File: config.mk
export PLATFORM = sky130hd
export DESIGN_NAME = bht_update_ctrl_flat
export DESIGN_NICKNAME = d
export VERILOG_FILES = /design/src/rtl/bht_pkg.sv /design/src/rtl/bht_update_ctrl_if.sv /design/src/rtl/bht_upd_fifo.sv /design/src/rtl/bht_update_ctrl.sv /design/src/flat_wrapper.sv
export SDC_FILE = /design/constraint.sdc
export NUM_CORES = 1
export LEC_CHECK = 0
export ABC_CLOCK_PERIOD_IN_PS = 3200
export CAP_MARGIN = 0
export CORE_MARGIN = 3
export CORE_UTILIZATION = 52
export CTS_CLUSTER_DIAMETER = 100
export CTS_CLUSTER_SIZE = 20
export DETAILED_ROUTE_END_ITERATION = 8
export GPL_ROUTABILITY_DRIVEN = 0
export PLACE_DENSITY = 0.79
export SYNTH_ARGS = -nofsm -noshare
export SYNTH_HDL_FRONTEND = slang
export SYNTH_HIERARCHICAL = 1
export SYNTH_SLANG_ARGS = --single-unit
export TNS_END_PERCENT = 1
File: constraint.sdc
create_clock -name clk -period 3.2 [get_ports clk]
set_input_delay 0.96 -clock clk [delete_from_list [all_inputs] [get_ports clk]]
set_output_delay 0.96 -clock clk [all_outputs]
set_load 0.005 [all_outputs]
File: src/rtl/bht_pkg.sv
// Shared types, counter encodings and the 2-bit saturating update used by the
// BHT write-port sequencer.
package bht_pkg;

  localparam int BHT_INDEX_W = 5;

  localparam logic [1:0] SNT = 2'b00;
  localparam logic [1:0] WNT = 2'b01;
  localparam logic [1:0] WT  = 2'b10;
  localparam logic [1:0] ST  = 2'b11;

  typedef enum logic {
    INIT = 1'b0,
    RUN  = 1'b1
  } state_t;

  function automatic logic [1:0] sat_update(input logic [1:0] old, input logic taken);
    if (taken) return (old == ST)  ? ST  : old + 2'b01;
    else       return (old == SNT) ? SNT : old - 2'b01;
  endfunction

endpackage

File: src/rtl/bht_update_ctrl_if.sv
// Lane-update and BHT-port signal bundle. The master side is the execute lanes
// plus BHT storage; the slave side is the update controller.
interface bht_update_ctrl_if #(
  parameter int PC_W    = 11,
  parameter int INDEX_W = 5
);
  logic               branch1;
  logic               branch_taken1;
  logic [PC_W-1:0]    pcE1;
  logic               branch2;
  logic               branch_taken2;
  logic [PC_W-1:0]    pcE2;
  logic               flush_req;
  logic               upd_ready;
  logic               init_done;
  logic [INDEX_W-1:0] bht_rd_index;
  logic [1:0]         bht_rd_data;
  logic               bht_wr_en;
  logic [INDEX_W-1:0] bht_wr_index;
  logic [1:0]         bht_wr_data;

  modport master (
    output branch1, branch_taken1, pcE1,
    output branch2, branch_taken2, pcE2,
    output flush_req, bht_rd_data,
    input  upd_ready, init_done, bht_rd_index,
    input  bht_wr_en, bht_wr_index, bht_wr_data
  );

  modport slave (
    input  branch1, branch_taken1, pcE1,
    input  branch2, branch_taken2, pcE2,
    input  flush_req, bht_rd_data,
    output upd_ready, init_done, bht_rd_index,
    output bht_wr_en, bht_wr_index, bht_wr_data
  );
endinterface

File: src/rtl/bht_upd_fifo.sv
// Dual-push / single-pop update queue. Push1 lands ahead of push2 when both
// fire; o_count_nxt lets the owner register a ready flag without extra lag.
module bht_upd_fifo #(
  parameter  int INDEX_W = 5,
  parameter  int DEPTH   = 4,
  localparam int ENT_W   = INDEX_W + 1,
  localparam int PTR_W   = $clog2(DEPTH),
  localparam int CNT_W   = PTR_W + 1
) (
  input  logic             clk,
  input  logic             rst_n,
  input  logic             i_clr,
  input  logic             i_push1,
  input  logic [ENT_W-1:0] i_data1,
  input  logic             i_push2,
  input  logic [ENT_W-1:0] i_data2,
  input  logic             i_pop,
  output logic [ENT_W-1:0] o_head,
  output logic [CNT_W-1:0] o_count,
  output logic [CNT_W-1:0] o_count_nxt
);

  logic [ENT_W-1:0] r_mem [DEPTH];
  logic [PTR_W-1:0] r_rd_ptr;
  logic [PTR_W-1:0] r_wr_ptr;
  logic [CNT_W-1:0] r_count;
  logic [PTR_W-1:0] w_wr_ptr2;
  logic [PTR_W-1:0] w_wr_ptr_nxt;

  assign w_wr_ptr2    = r_wr_ptr + PTR_W'(i_push1);
  assign w_wr_ptr_nxt = r_wr_ptr + PTR_W'(i_push1) + PTR_W'(i_push2);
  assign o_count_nxt  = i_clr ? '0
                      : r_count + CNT_W'(i_push1) + CNT_W'(i_push2) - CNT_W'(i_pop);
  assign o_head       = r_mem[r_rd_ptr];
  assign o_count      = r_count;

  always_ff @(posedge clk or negedge rst_n) begin
    if (!rst_n) begin
      r_rd_ptr <= '0;
      r_wr_ptr <= '0;
      r_count  <= '0;
    end else if (i_clr) begin
      r_rd_ptr <= '0;
      r_wr_ptr <= '0;
      r_count  <= '0;
    end else begin
      r_wr_ptr <= w_wr_ptr_nxt;
      r_rd_ptr <= r_rd_ptr + PTR_W'(i_pop);
      r_count  <= o_count_nxt;
    end
  end

  // Storage needs no reset: the pointers decide what is valid.
  always_ff @(posedge clk) begin
    if (!i_clr) begin
      if (i_push1) r_mem[r_wr_ptr]  <= i_data1;
      if (i_push2) r_mem[w_wr_ptr2] <= i_data2;
    end
  end

endmodule

File: src/rtl/bht_update_ctrl.sv
// BHT write-port sequencer: post-reset/flush table sweep, then queued
// read-modify-write updates with write-to-read forwarding.
// Optional statistics counters: define BHT_UPD_STATS_EN.
module bht_update_ctrl
  import bht_pkg::*;
#(
  parameter int PC_W    = 11,
  parameter int INDEX_W = BHT_INDEX_W,
  parameter int DEPTH   = 4
) (
  input  logic               clk,
  input  logic               reset,
  bht_update_ctrl_if.slave   bus
`ifdef BHT_UPD_STATS_EN
  ,
  output logic [15:0]        stat_updates,
  output logic [15:0]        stat_drops
`endif
);

  // state | meaning
  // INIT  | writing WNT to entries 0..2^INDEX_W-1, one per cycle; lanes not accepted
  // RUN   | accepting lane updates and draining the queue one per cycle

  localparam int ENT_W = INDEX_W + 1;
  localparam int CNT_W = $clog2(DEPTH) + 1;
  localparam logic [INDEX_W:0] SWEEP_END = {1'b1, {INDEX_W{1'b0}}};
  localparam logic [CNT_W-1:0] READY_MAX = CNT_W'(DEPTH - 2);

  state_t             r_state;
  logic [INDEX_W:0]   r_sweep_idx;
  logic               r_wr_en;
  logic [INDEX_W-1:0] r_wr_index;
  logic [1:0]         r_wr_data;
  logic               r_upd_ready;

  state_t             w_state_nxt;
  logic [INDEX_W:0]   w_sweep_nxt;
  logic               w_wr_en_nxt;
  logic [INDEX_W-1:0] w_wr_index_nxt;
  logic [1:0]         w_wr_data_nxt;
  logic               w_push1;
  logic               w_push2;
  logic               w_pop;
  logic               w_clr;
  logic [ENT_W-1:0]   w_head;
  logic [CNT_W-1:0]   w_count;
  logic [CNT_W-1:0]   w_count_nxt;
  logic [1:0]         w_old;
  logic               w_unused_pc;

  assign w_unused_pc = ^{bus.pcE1[PC_W-1:INDEX_W], bus.pcE2[PC_W-1:INDEX_W]};

  bht_upd_fifo #(
    .INDEX_W (INDEX_W),
    .DEPTH   (DEPTH)
  ) u_fifo (
    .clk         (clk),
    .rst_n       (reset),
    .i_clr       (w_clr),
    .i_push1     (w_push1),
    .i_data1     ({bus.pcE1[INDEX_W-1:0], bus.branch_taken1}),
    .i_push2     (w_push2),
    .i_data2     ({bus.pcE2[INDEX_W-1:0], bus.branch_taken2}),
    .i_pop       (w_pop),
    .o_head      (w_head),
    .o_count     (w_count),
    .o_count_nxt (w_count_nxt)
  );

  // The previous strobe has not reached the BHT yet, so a same-index head must
  // see the in-flight value instead of the stale read port.
  assign w_old = (r_wr_en && (r_wr_index == w_head[ENT_W-1:1])) ? r_wr_data
                                                                : bus.bht_rd_data;

  always_comb begin
    w_state_nxt    = r_state;
    w_sweep_nxt    = r_sweep_idx;
    w_wr_en_nxt    = 1'b0;
    w_wr_index_nxt = r_wr_index;
    w_wr_data_nxt  = r_wr_data;
    w_push1        = 1'b0;
    w_push2        = 1'b0;
    w_pop          = 1'b0;
    w_clr          = 1'b0;
    if (bus.flush_req) begin
      w_clr       = 1'b1;
      w_state_nxt = INIT;
      w_sweep_nxt = '0;
    end else begin
      unique case (r_state)
        INIT: begin
          if (r_sweep_idx == SWEEP_END) begin
            w_state_nxt = RUN;
          end else begin
            w_wr_en_nxt    = 1'b1;
            w_wr_index_nxt = r_sweep_idx[INDEX_W-1:0];
            w_wr_data_nxt  = WNT;
            w_sweep_nxt    = r_sweep_idx + 1'b1;
          end
        end
        RUN: begin
          w_push1 = r_upd_ready && bus.branch1;
          w_push2 = r_upd_ready && bus.branch2;
          w_pop   = (w_count != '0);
          if (w_pop) begin
            w_wr_en_nxt    = 1'b1;
            w_wr_index_nxt = w_head[ENT_W-1:1];
            w_wr_data_nxt  = sat_update(w_old, w_head[0]);
          end
        end
        default: w_state_nxt = INIT;
      endcase
    end
  end

  always_ff @(posedge clk or negedge reset) begin
    if (!reset) begin
      r_state     <= INIT;
      r_sweep_idx <= '0;
      r_wr_en     <= 1'b0;
      r_wr_index  <= '0;
      r_wr_data   <= WNT;
      r_upd_ready <= 1'b0;
    end else begin
      r_state     <= w_state_nxt;
      r_sweep_idx <= w_sweep_nxt;
      r_wr_en     <= w_wr_en_nxt;
      r_wr_index  <= w_wr_index_nxt;
      r_wr_data   <= w_wr_data_nxt;
      r_upd_ready <= (w_state_nxt == RUN) && (w_count_nxt <= READY_MAX);
    end
  end

  assign bus.upd_ready    = r_upd_ready;
  assign bus.init_done    = (r_state == RUN);
  assign bus.bht_rd_index = w_head[ENT_W-1:1];
  assign bus.bht_wr_en    = r_wr_en;
  assign bus.bht_wr_index = r_wr_index;
  assign bus.bht_wr_data  = r_wr_data;

`ifdef BHT_UPD_STATS_EN
  logic [15:0] r_stat_updates;
  logic [15:0] r_stat_drops;
  logic [1:0]  w_drop_n;
  logic [16:0] w_drop_sum;
  logic        w_drop_evt;

  assign w_drop_n   = {1'b0, bus.branch1} + {1'b0, bus.branch2};
  assign w_drop_evt = (r_state == RUN) && (!r_upd_ready || bus.flush_req);
  assign w_drop_sum = {1'b0, r_stat_drops} + 17'(w_drop_n);

  always_ff @(posedge clk or negedge reset) begin
    if (!reset) begin
      r_stat_updates <= '0;
      r_stat_drops   <= '0;
    end else begin
      if (w_pop && (r_stat_updates != 16'hFFFF))
        r_stat_updates <= r_stat_updates + 16'd1;
      if (w_drop_evt)
        r_stat_drops <= w_drop_sum[16] ? 16'hFFFF : w_drop_sum[15:0];
    end
  end

  assign stat_updates = r_stat_updates;
  assign stat_drops   = r_stat_drops;
`endif

endmodule
File: src/flat_wrapper.sv
// flat-port wrapper written by rule: the top's interface ports become plain ports
module bht_update_ctrl_flat import bht_pkg::*;
#(
  parameter int PC_W    = 11,
  parameter int INDEX_W = BHT_INDEX_W,
  parameter int DEPTH   = 4
)
  (clk, reset, bus_branch1, bus_branch_taken1, bus_pcE1, bus_branch2, bus_branch_taken2, bus_pcE2, bus_flush_req, bus_bht_rd_data, bus_upd_ready, bus_init_done, bus_bht_rd_index, bus_bht_wr_en, bus_bht_wr_index, bus_bht_wr_data);
  bht_update_ctrl_if #(.PC_W(PC_W), .INDEX_W(INDEX_W)) bus_i ();
  input  logic clk;
  input  logic reset;
  input wire logic [$bits(bus_i.branch1)-1:0] bus_branch1;
  input wire logic [$bits(bus_i.branch_taken1)-1:0] bus_branch_taken1;
  input wire logic [$bits(bus_i.pcE1)-1:0] bus_pcE1;
  input wire logic [$bits(bus_i.branch2)-1:0] bus_branch2;
  input wire logic [$bits(bus_i.branch_taken2)-1:0] bus_branch_taken2;
  input wire logic [$bits(bus_i.pcE2)-1:0] bus_pcE2;
  input wire logic [$bits(bus_i.flush_req)-1:0] bus_flush_req;
  input wire logic [$bits(bus_i.bht_rd_data)-1:0] bus_bht_rd_data;
  output wire logic [$bits(bus_i.upd_ready)-1:0] bus_upd_ready;
  output wire logic [$bits(bus_i.init_done)-1:0] bus_init_done;
  output wire logic [$bits(bus_i.bht_rd_index)-1:0] bus_bht_rd_index;
  output wire logic [$bits(bus_i.bht_wr_en)-1:0] bus_bht_wr_en;
  output wire logic [$bits(bus_i.bht_wr_index)-1:0] bus_bht_wr_index;
  output wire logic [$bits(bus_i.bht_wr_data)-1:0] bus_bht_wr_data;
  assign bus_i.branch1 = bus_branch1;
  assign bus_i.branch_taken1 = bus_branch_taken1;
  assign bus_i.pcE1 = bus_pcE1;
  assign bus_i.branch2 = bus_branch2;
  assign bus_i.branch_taken2 = bus_branch_taken2;
  assign bus_i.pcE2 = bus_pcE2;
  assign bus_i.flush_req = bus_flush_req;
  assign bus_i.bht_rd_data = bus_bht_rd_data;
  assign bus_upd_ready = bus_i.upd_ready;
  assign bus_init_done = bus_i.init_done;
  assign bus_bht_rd_index = bus_i.bht_rd_index;
  assign bus_bht_wr_en = bus_i.bht_wr_en;
  assign bus_bht_wr_index = bus_i.bht_wr_index;
  assign bus_bht_wr_data = bus_i.bht_wr_data;
  bht_update_ctrl #(.PC_W(PC_W), .INDEX_W(INDEX_W), .DEPTH(DEPTH)) u_core (.clk(clk), .reset(reset), .bus(bus_i));
endmodule
; ---- Yosys cells after proc, flatten, opt, wreduce, memory -nomap -nowiden
; Memory sizes are Yosys's and may differ from the RTL's.
; Index checks and enable logic that the tools add are counted.
[word_totals]
ff_bits = 23
mem_bits_rw = 24
inputBits = 31
output_inout_bits = 15
word_cells = 74
memories = 1
[op_classes]
n_addsub = 9
n_lt_le_gt_ge = 1
n_eq_ne = 7
muxes = 37
n_bitwise = 2
reduce_logical = 8
[memory_table]
columns = name, depth, word_bits, rd, rd_clocked_by_memory_dff, wr, line
row1 = u_core.u_fifo.r_mem, 4, 6, 1, 0, 2, bht_upd_fifo.sv:23  ; logic [ENT_W-1:0] r_mem [DEPTH];
[op_table]
columns = op, n
row1 = 2-to-1 mux 1 bit, 19
row2 = 2-to-1 mux 6 bit, 3
row3 = 2-to-1 mux 2 bit, 8
row4 = 2-to-1 mux 5 bit, 2
row5 = case mux 5 bit (2 select lines), 1
row6 = "!= test 2 bit, second input constant", 4
row7 = adder 2 x 1 -> 2 bit, 3
row8 = adder 3 x 1 -> 3 bit, 2
row9 = "adder 6 x 1 -> 6 bit, second input constant", 1
row10 = "== test 6 bit, second input constant", 1
row11 = 2-to-1 mux 3 bit, 2
row12 = == test 5 bit, 1
row13 = logical AND 1 bit, 4
row14 = case mux 2 bit (2 select lines), 1
row15 = "less-or-equal comparator 3 x 2 -> 1 bit, second input constant", 1
row16 = AND reduction 3 bit, 1
row17 = nonzero test 3 bit, 1
row18 = subtractor 3 x 1 -> 3 bit, 1
row19 = "adder 2 x 1 -> 2 bit, second input constant", 1
row20 = "== test 2 bit, second input constant", 1
row21 = logical NOT 2 bit, 1
row22 = inverter 1 bit, 2
row23 = case mux 1 bit (2 select lines), 1
row24 = AND reduction 2 bit, 1
row25 = "subtractor 2 x 1 -> 2 bit, second input constant", 1

; ---- Logic depth before layout (Yosys ltp)
[depth]
word_depth = 9
depth_mapped = 10
depth_no_buf = 9

; ---- Hierarchy
; Netlist, hierarchy kept.
[by_module_without_submodules]
columns = module, instances, cells_each, area_per_inst_um2, seq_area_each_um2
row1 = bht_upd_fifo, 1, 99, 1597.8, 895.9
row2 = bht_update_ctrl, 1, 90, 935.9, 401.6

; ---- Worst setup path after synthesis
; Ideal clock, no wire load.
[synth_timing]
path_type = input port to flip-flop
start = input bus_flush_req
end = register u_core.r_upd_ready (netlist: u_core/bus.upd_ready)
setup_time_ns = 0.125
arrival_time_ns = 3.065
required_ns = 3.075
slack_ns = 0.010
path_stages = 10
n_path_buf = 1
path_cell_list = buf_2 -> nor2b_4 -> and3_1 -> inv_1 -> ha_1 -> fa_1 -> fa_1 -> xnor2_1 -> nor2_1 -> a2111oi_0
[synth_via]
elab_cells_between_ends = 11
cone_classes = add/sub: 3 / order compare: 1 / mux: 6 / reduce/logical: 1
[synth_lines]
columns = item, line
row1 = "start, declared", flat_wrapper.sv:18  ; input wire logic [$bits(bus_i.flush_req)-1:0] bus_flush_req;
row2 = 2-to-1 mux 1 bit, bht_update_ctrl.sv:86  ; if (bus.flush_req) begin
row3 = net u_core.w_push2, bht_update_ctrl.sv:43  ; logic w_push2;
row4 = adder 3 x 1 -> 3 bit, bht_upd_fifo.sv:33  ; : r_count + CNT_W'(i_push1) + CNT_W'(i_push2) - CNT_W'(i_pop);
row5 = subtractor 3 x 1 -> 3 bit, bht_upd_fifo.sv:33
row6 = 2-to-1 mux 3 bit, bht_upd_fifo.sv:32  ; assign o_count_nxt = i_clr ? '0
row7 = net u_core.w_count_nxt[2], bht_update_ctrl.sv:48  ; logic [CNT_W-1:0] w_count_nxt;
row8 = less-or-equal comparator 3 x 2 -> 1 bit, bht_update_ctrl.sv:131  ; r_upd_ready <= (w_state_nxt == RUN) && (w_count_nxt <= READY_MAX);
row9 = logical AND 1 bit, bht_update_ctrl.sv:131
row10 = "end signal, assigned", bht_update_ctrl.sv:131
row11 = "end, declared", bht_update_ctrl.sv:35  ; logic r_upd_ready;
; The timed path passes the listed nets, and every way through them passes these cells.
; A chain may end at the register's enable or synchronous reset.

; ---- Final worst setup path
[layout_timing]
start = input bus_branch2
end = register u_core.r_upd_ready (netlist: u_core/bus.upd_ready)
[layout_via]
elab_chain_cells = 8
[layout_rtl]
columns = item, line
row1 = "start, declared", flat_wrapper.sv:15  ; input wire logic [$bits(bus_i.branch2)-1:0] bus_branch2;
row2 = logical AND 1 bit, bht_update_ctrl.sv:104  ; w_push2 = r_upd_ready && bus.branch2;
row3 = 2-to-1 mux 1 bit, bht_update_ctrl.sv:91  ; unique case (r_state)
row4 = 2-to-1 mux 1 bit, bht_update_ctrl.sv:86
row5 = net u_core.w_push2, bht_update_ctrl.sv:43
row6 = adder 3 x 1 -> 3 bit, bht_upd_fifo.sv:33
row7 = subtractor 3 x 1 -> 3 bit, bht_upd_fifo.sv:33
row8 = 2-to-1 mux 3 bit, bht_upd_fifo.sv:32
row9 = net u_core.w_count_nxt[1], bht_update_ctrl.sv:48
row10 = less-or-equal comparator 3 x 2 -> 1 bit, bht_update_ctrl.sv:131
row11 = logical AND 1 bit, bht_update_ctrl.sv:131
; The timed path passes the listed nets, and every way through them passes these cells.

==> flow_metrics.tcl <==
set metrics [dict create \
    hold_class "register to register" \
    relSlewSlack_pct 71.2 \
    cts_tree "done" \
    fillCellCount 332 \
    die-area_mm2 0.00575 \
    final_cells 309 \
    fin_crit_sh_pct 96.1 \
    core_area_mm2 0.00453 \
    die_x_um 75.8 \
    ctsResizeCount 3 \
    routed_via_density 5.38 \
    status "finished, final reports clean" \
    initial_core_util_pct 55.9 \
    synth-edff-count 24 \
    grt_remaining_overflow 0 \
    syn2layout_area_growth_pct 25.5 \
    p_leak_uw 0.00123 \
    critPathMaxStageDelay_ns 0.49 \
    grt_max_degree 24 \
    ff2ff_path_depth 7 \
    end_kind "register" \
    finalSetupViolations 0 \
    worstSetupStartpointType "input port" \
    cp_slowest_cell "fa_1" \
    crit_arrival_ns 3.25 \
    ant_nets 0 \
    ys_dominant_reg_cell "edfxtp_1" \
    post_cts_buffers 0 \
    cp_max_fo 2 \
    min_path_cells 2 \
    crit_type "input port to register" \
    syn_nets 228 \
    avgSynthCellArea_um2 13.4 \
    drc_errors 0 \
    grt_use_total_pct 19.7 \
    synthesis.area_mm2 0.00253 \
    required_ns 3.38 \
    synth-async-reset-ratio_pct 48.9 \
    port-buffer-count 33 \
    dp.cells 301 \
    fin_crit_ns 3.08 \
    synth.ff_latch_count 47 \
    cp.depth 8 \
    clk_root_buffer_cell "clkbuf_8" \
    drt-initial-drc-count 75 \
    p_per_area_mw_per_mm2 380 \
    grt_pass1_wl_mm 8.36 \
    yosys_warnings 6 \
    antenna_found_initial 0 \
    rsz0062_at_grt "no" \
    tns_ns 0 \
    final_cell_mix "clkdlybuf4s50_1 (32), mux2_2 (24), edfxtp_1 (24), dfrtp_1 (22), buf_4 (20)" \
    cts.sink_count 47 \
    layout_commonest_cell "clkdlybuf4s50_1" \
    maxCapViolCount 0 \
    yosysSeqAreaShare_pct 51.2 \
    hold_viol_final 0 \
    clk_pin_slew_worst_paths_ns 0.09 \
    drive_gt1_share_pct 31.6 \
    cts_buffers 5 \
    critical_path_buf_inv_count 2 \
    total_power_uw 1210 \
    routed_wl_mm 5.03 \
    syn_inst 189 \
    diodes 0 \
    grt_pass1_vias 1723 \
    clockBufferDepth 2 \
    row_count 24 \
    ir_drop_v 0.000380 \
    worst_pin_slew_ns 0.431 \
    wl_per_cell_um 16.3 \
    timing.fmax_ghz 0.325 \
    cpMostUsedCell "fa_1" \
    hpwl_mm 3.76 \
    ios 46 \
    ctsHtreeMaxLevel 2 \
    nets 282 \
    dieHeight_um 75.8 \
    vias 1663 \
    slew_violations 0 \
    worstPathCellList "clkdlybuf4s50_1, and3_1, inv_1, ha_1, fa_1, fa_1, nor2_1, a2111oi_2" \
    fin_worst_skew_ns 0.00303 \
    drt_first_pass_iters 4 \
    ctsHoldBuffers 0 \
    crit_family "adder cells" \
    clk_latency_ns 0.29 \
    yosysUniqueCellTypes 43 \
]
## per-stage QoR
step	instance area, µm²	setup slack (ns)	hold WS, ns	util [%]
CTS	3180	0.144	0.490	70.1
finish	3180	0.125	0.492	70.1
detailed placement	3050	-0.586	0.476	67.4
global route	3180	0.0367	0.515	70.1
global placement	3050	-0.366	0.476	67.4
floorplan	2530	0.00980	0.470	-
## layer usage
layer | GRT usage (%) | part of all wire, % | up-vias
met3 | 3.56 | 4.1 | 2
li1 | - | - | 796
met5 | 0 | 0 | -
met4 | 3.50 | 0.40 | 0
met2 | 35.0 | 53 | 41
met1 | 25.5 | 43 | 824
## path summary, 6_finish.rpt
check,startpoint,end,slack (ns)
min,u_core/bus.bht_wr_data[0],u_core/bus.bht_wr_data[0],0.49
min in group asynchronous,reset,u_core/u_fifo/o_count[0],1.02
max reg2reg,u_core/u_fifo/o_count[1],u_core/bus.upd_ready,0.65
min reg2reg,u_core/bus.bht_wr_data[0],u_core/bus.bht_wr_data[0],0.49
max,bus_branch2,u_core/bus.upd_ready,0.12
max in group asynchronous,reset,u_core/bus.bht_wr_data[0],1.90
## worst reg2reg max path, stage by stage, from the launching register on
cell and delay (ns):
dfrtp_1 0.43, o31ai_2 0.28, inv_1 0.10, ha_1 0.29, fa_1 0.39, fa_1 0.49
nor2_1 0.06, a2111oi_2 0.39
## cells in the mapped netlist, types with 2 or more instances
cell,instances,area share (%)
edfxtp_1,24,28
mux2_2,24,11
dfrtp_1,22,22
nor2_1,13,1.9
inv_1,11,1.6
xnor2_1,11,3.8
nand2_1,7,1.0
ha_1,6,3.0
mux4_2,6,5.3
nand3_1,5,0.99
o21ai_2,5,1.7
mux2i_1,4,1.6
o21ai_0,4,0.79
xor2_1,4,1.4
a21oi_1,3,0.59
and3_1,3,0.74
buf_2,3,0.59
nor2b_1,3,0.74
and4_1,2,0.69
buf_6,2,0.89
fa_1,2,1.6
nand2_2,2,0.49
nand3b_1,2,0.59
o22ai_1,2,0.49
## state kept, by name, summed over array words and instances (netlist names)
name,count
u_core/u_fifo/r_wr_ptr,2
u_core/bus.bht_wr_en,1
u_core/u_fifo/o_count,3
u_core/r_sweep_idx,6
u_core/bus.init_done,1
u_core/bus.upd_ready,1
u_core/u_fifo/r_mem,24
u_core/bus.bht_wr_data,2
u_core/bus.bht_wr_index,5
u_core/u_fifo/r_rd_ptr,2
## logic make-up after synthesis
kind of cell	Yosys count	synth area share [%]
AO/OA/AOI/OAI	22	7.51
XOR/XNOR	16	5.83
adder cells (fa/ha/maj)	8	4.54
buffers and inverters	17	3.26
flip-flops	47	51.2
multiplexers	34	17.6
AND/OR/NAND/NOR	45	10.1
## cell type report
| cell class | instances | area (µm²) | share of cell area, % |
|---|---|---|---|
| clock inverters | 2 | 38.8 | 1.22 |
| multi-input cells | 125 | 1160 | 36.5 |
| inverters | 11 | 41.3 | 1.30 |
| repair buffers | 53 | 479 | 15.1 |
| well taps | 65 | 81.3 | 2.56 |
| clock buffers | 6 | 82.6 | 2.60 |
| flip-flops and latches | 47 | 1300 | 40.8 |
## where the power goes
part | total, µW | switching, µW | internal (µW)
combinational | 96.0 | 42.3 | 53.7
clock | 460 | 202 | 257
sequential | 652 | 8.31 | 643
total | 1210 | 253 | 954
(Power assumes the default switching activity.)
==> edit: new RTL, config.mk and constraints unchanged <==
`DEPTH` is set to 4 in 3 places; all go to 8.
--- a/src/rtl/bht_upd_fifo.sv
+++ b/src/rtl/bht_upd_fifo.sv
@@ -3,5 +3,5 @@
 module bht_upd_fifo #(
   parameter  int INDEX_W = 5,
-  parameter  int DEPTH   = 4,
+  parameter  int DEPTH   = 8,
   localparam int ENT_W   = INDEX_W + 1,
   localparam int PTR_W   = $clog2(DEPTH),
--- a/src/rtl/bht_update_ctrl.sv
+++ b/src/rtl/bht_update_ctrl.sv
@@ -7,5 +7,5 @@
   parameter int PC_W    = 11,
   parameter int INDEX_W = BHT_INDEX_W,
-  parameter int DEPTH   = 4
+  parameter int DEPTH   = 8
 ) (
   input  logic               clk,
--- a/src/flat_wrapper.sv
+++ b/src/flat_wrapper.sv
@@ -4,5 +4,5 @@
   parameter int PC_W    = 11,
   parameter int INDEX_W = BHT_INDEX_W,
-  parameter int DEPTH   = 4
+  parameter int DEPTH   = 8
 )
   (clk, reset, bus_branch1, bus_branch_taken1, bus_pcE1, bus_branch2, bus_branch_taken2, bus_pcE2, bus_flush_req, bus_bht_rd_data, bus_upd_ready, bus_init_done, bus_bht_rd_index, bus_bht_wr_en, bus_bht_wr_index, bus_bht_wr_data);
Behaviour: no difference found for any inputs over 10 cycles, from zero or initial values and one cycle with reset low; that may be too few to reach the edited logic, so the function may still have changed.
==> edit against the unedited design <==
- cell area is 56% higher
- global-route usage is 0.88 points higher
- clock power is 45% higher
- die area is 55% higher
- sequential cell count is 27 higher
- count of clock-buffer cells in the layout is 6 higher
- power is 52% higher
- wire length is 68% higher
- setup slack worse by 0.053 ns
- critical path depth is 4 lower
- worst hold slack better by 0.057 ns
- sequential share of layout area is 1.5 points higher
- area after synthesis is 60% higher
- critical path type is now flop to output port
- largest power group unchanged
- highest routed layer unchanged
==> edit: results (changes against the unedited design) <==
Seq/total area 0.423 (+0.0153); Synth Net Count 329 (+44%); post-CTS sizing 8 (+5); Placed Area 4670 um2 (+53%); min-delay src u_core/r_sweep_idx[5]$_DFFE_PN0P_; total CTS buffers 9 (+4); LEAKAGE 1.94 nW (+58%); FF-to-FF setup slack 0.44 ns (-0.21 ns); count of flip-flops with a built-in enable after synthesis 48 (+100%); largest net degree at the start of global routing 27 (+13%); FFs & Latches 74 (+57%); H-tree depth 3 (+1); mux share of post-synthesis cell area 0.238 (+0.0624); DR WL met3 431 um (+110%); met1 GRT Util 0.271 (+0.0158); Worst-Skew Late Latency 0.33 ns (+0.04 ns); result of the run finished clean; Wirelength per Cell 18.8 um (+16%); Adder-Cell Fraction of Synth Area 0.0439 (-0.00156); Reg2Reg Depth 9 (+2); Post-Synth XOR/XNOR Area 0.0411 (-0.0172); switch share 0.209 (-0.00102); Met2 Wirelength 4370 um (+64%); worst slew pin tran 0.451 ns (+0.0205 ns); crit-path max FO 12 (+10); Distinct cells, synth 48 (+12%); Final clock-cell share 0.0359 (-0.00224); worst setup path end bus_bht_rd_index[0]; first-pass GRT wire length 13500 um (+61%); peak supply drop 318 uV (-16%); comb_multi_in 189 (+51%); fillers 536 (+61%); Slowest-stage cell, CP mux4_2; Vias 2539 (+53%); Final Skew 0.00905 ns (+0.00602 ns); sequential-to-total area share from yosys stat 0.517 (+0.00474); CP Data Arrival Time 2.17 ns (-1.08 ns); Metal-1 WL 3540 um (+65%); Max stage delay on crit path 0.52 ns (+0.03 ns); max FFs per register 48 (+100%); Non-clock buffering overhead 0.111 (-0.0399); clk slew on worst S/H paths 0.07 ns (-0.02 ns); met2 GRT Util 0.343 (-0.00702); storage element area 2090 um2 (+61%); Area contributors post-synth edfxtp_1 36%, dfrtp_1 15%, mux2_1 8.3%
[edit: cell count changes in the layout (fill, tap and decap cells not counted), sizes merged, moves of 5 or more]
cell,delta
a21oi,+7
clkbuf,+6
dlymetal6s2s,+5
edfxtp,+24
xnor2,-6
mux2,+32
mux4,+6
xor2,+6
ha,+5
[edit: how the worst min path moves through the flow]
stage               slack, ns                                end  cells past startpoint
floorplan                0.50  u_core/r_sweep_idx[4]$_DFFE_PN0P_                      1
global placement         0.52  u_core/r_sweep_idx[4]$_DFFE_PN0P_                      1
global route             0.56  u_core/r_sweep_idx[4]$_DFFE_PN0P_                      1
detailed placement       0.53  u_core/r_sweep_idx[4]$_DFFE_PN0P_                      1
CTS                      0.55  u_core/r_sweep_idx[4]$_DFFE_PN0P_                      1
finish                   0.55  u_core/r_sweep_idx[4]$_DFFE_PN0P_                      1
[edit: stage by stage]
stage,worst slack (ns),std cells
final,0.0719,448
after global routing,-0.0202,448
after CTS,-0.00258,448
after detailed placement,-0.425,432
after global placement,-0.406,432
after floorplan,0.00273,285
[edit: power groups by stage]
stage | combinational (mW) | sequential, mW | clock (mW)
CTS | 0.127 | 1.04 | 0.684
global route | 0.138 | 1.04 | 0.722
detailed placement | 0.124 | 1.06 | 0
global placement | 0.120 | 1.06 | 0
floorplan | 0.0559 | 1.06 | 0
finish | 0.126 | 1.04 | 0.668
[edit: critical path: cells and delay by family, from the launching register on]
family                 cells  cell delay [ns]
multiplexers               2             0.82
flip-flops                 1             0.39
buffers and inverters      2             0.63
[edit: cell families after synthesis]
logic type | count (synthesis)
buffers and inverters | 22
AOI/OAI and AO/OA | 27
and+or+nand+nor | 59
xor gates and xnor gates | 16
DFF | 74
adders and majority gates | 13
muxes | 74
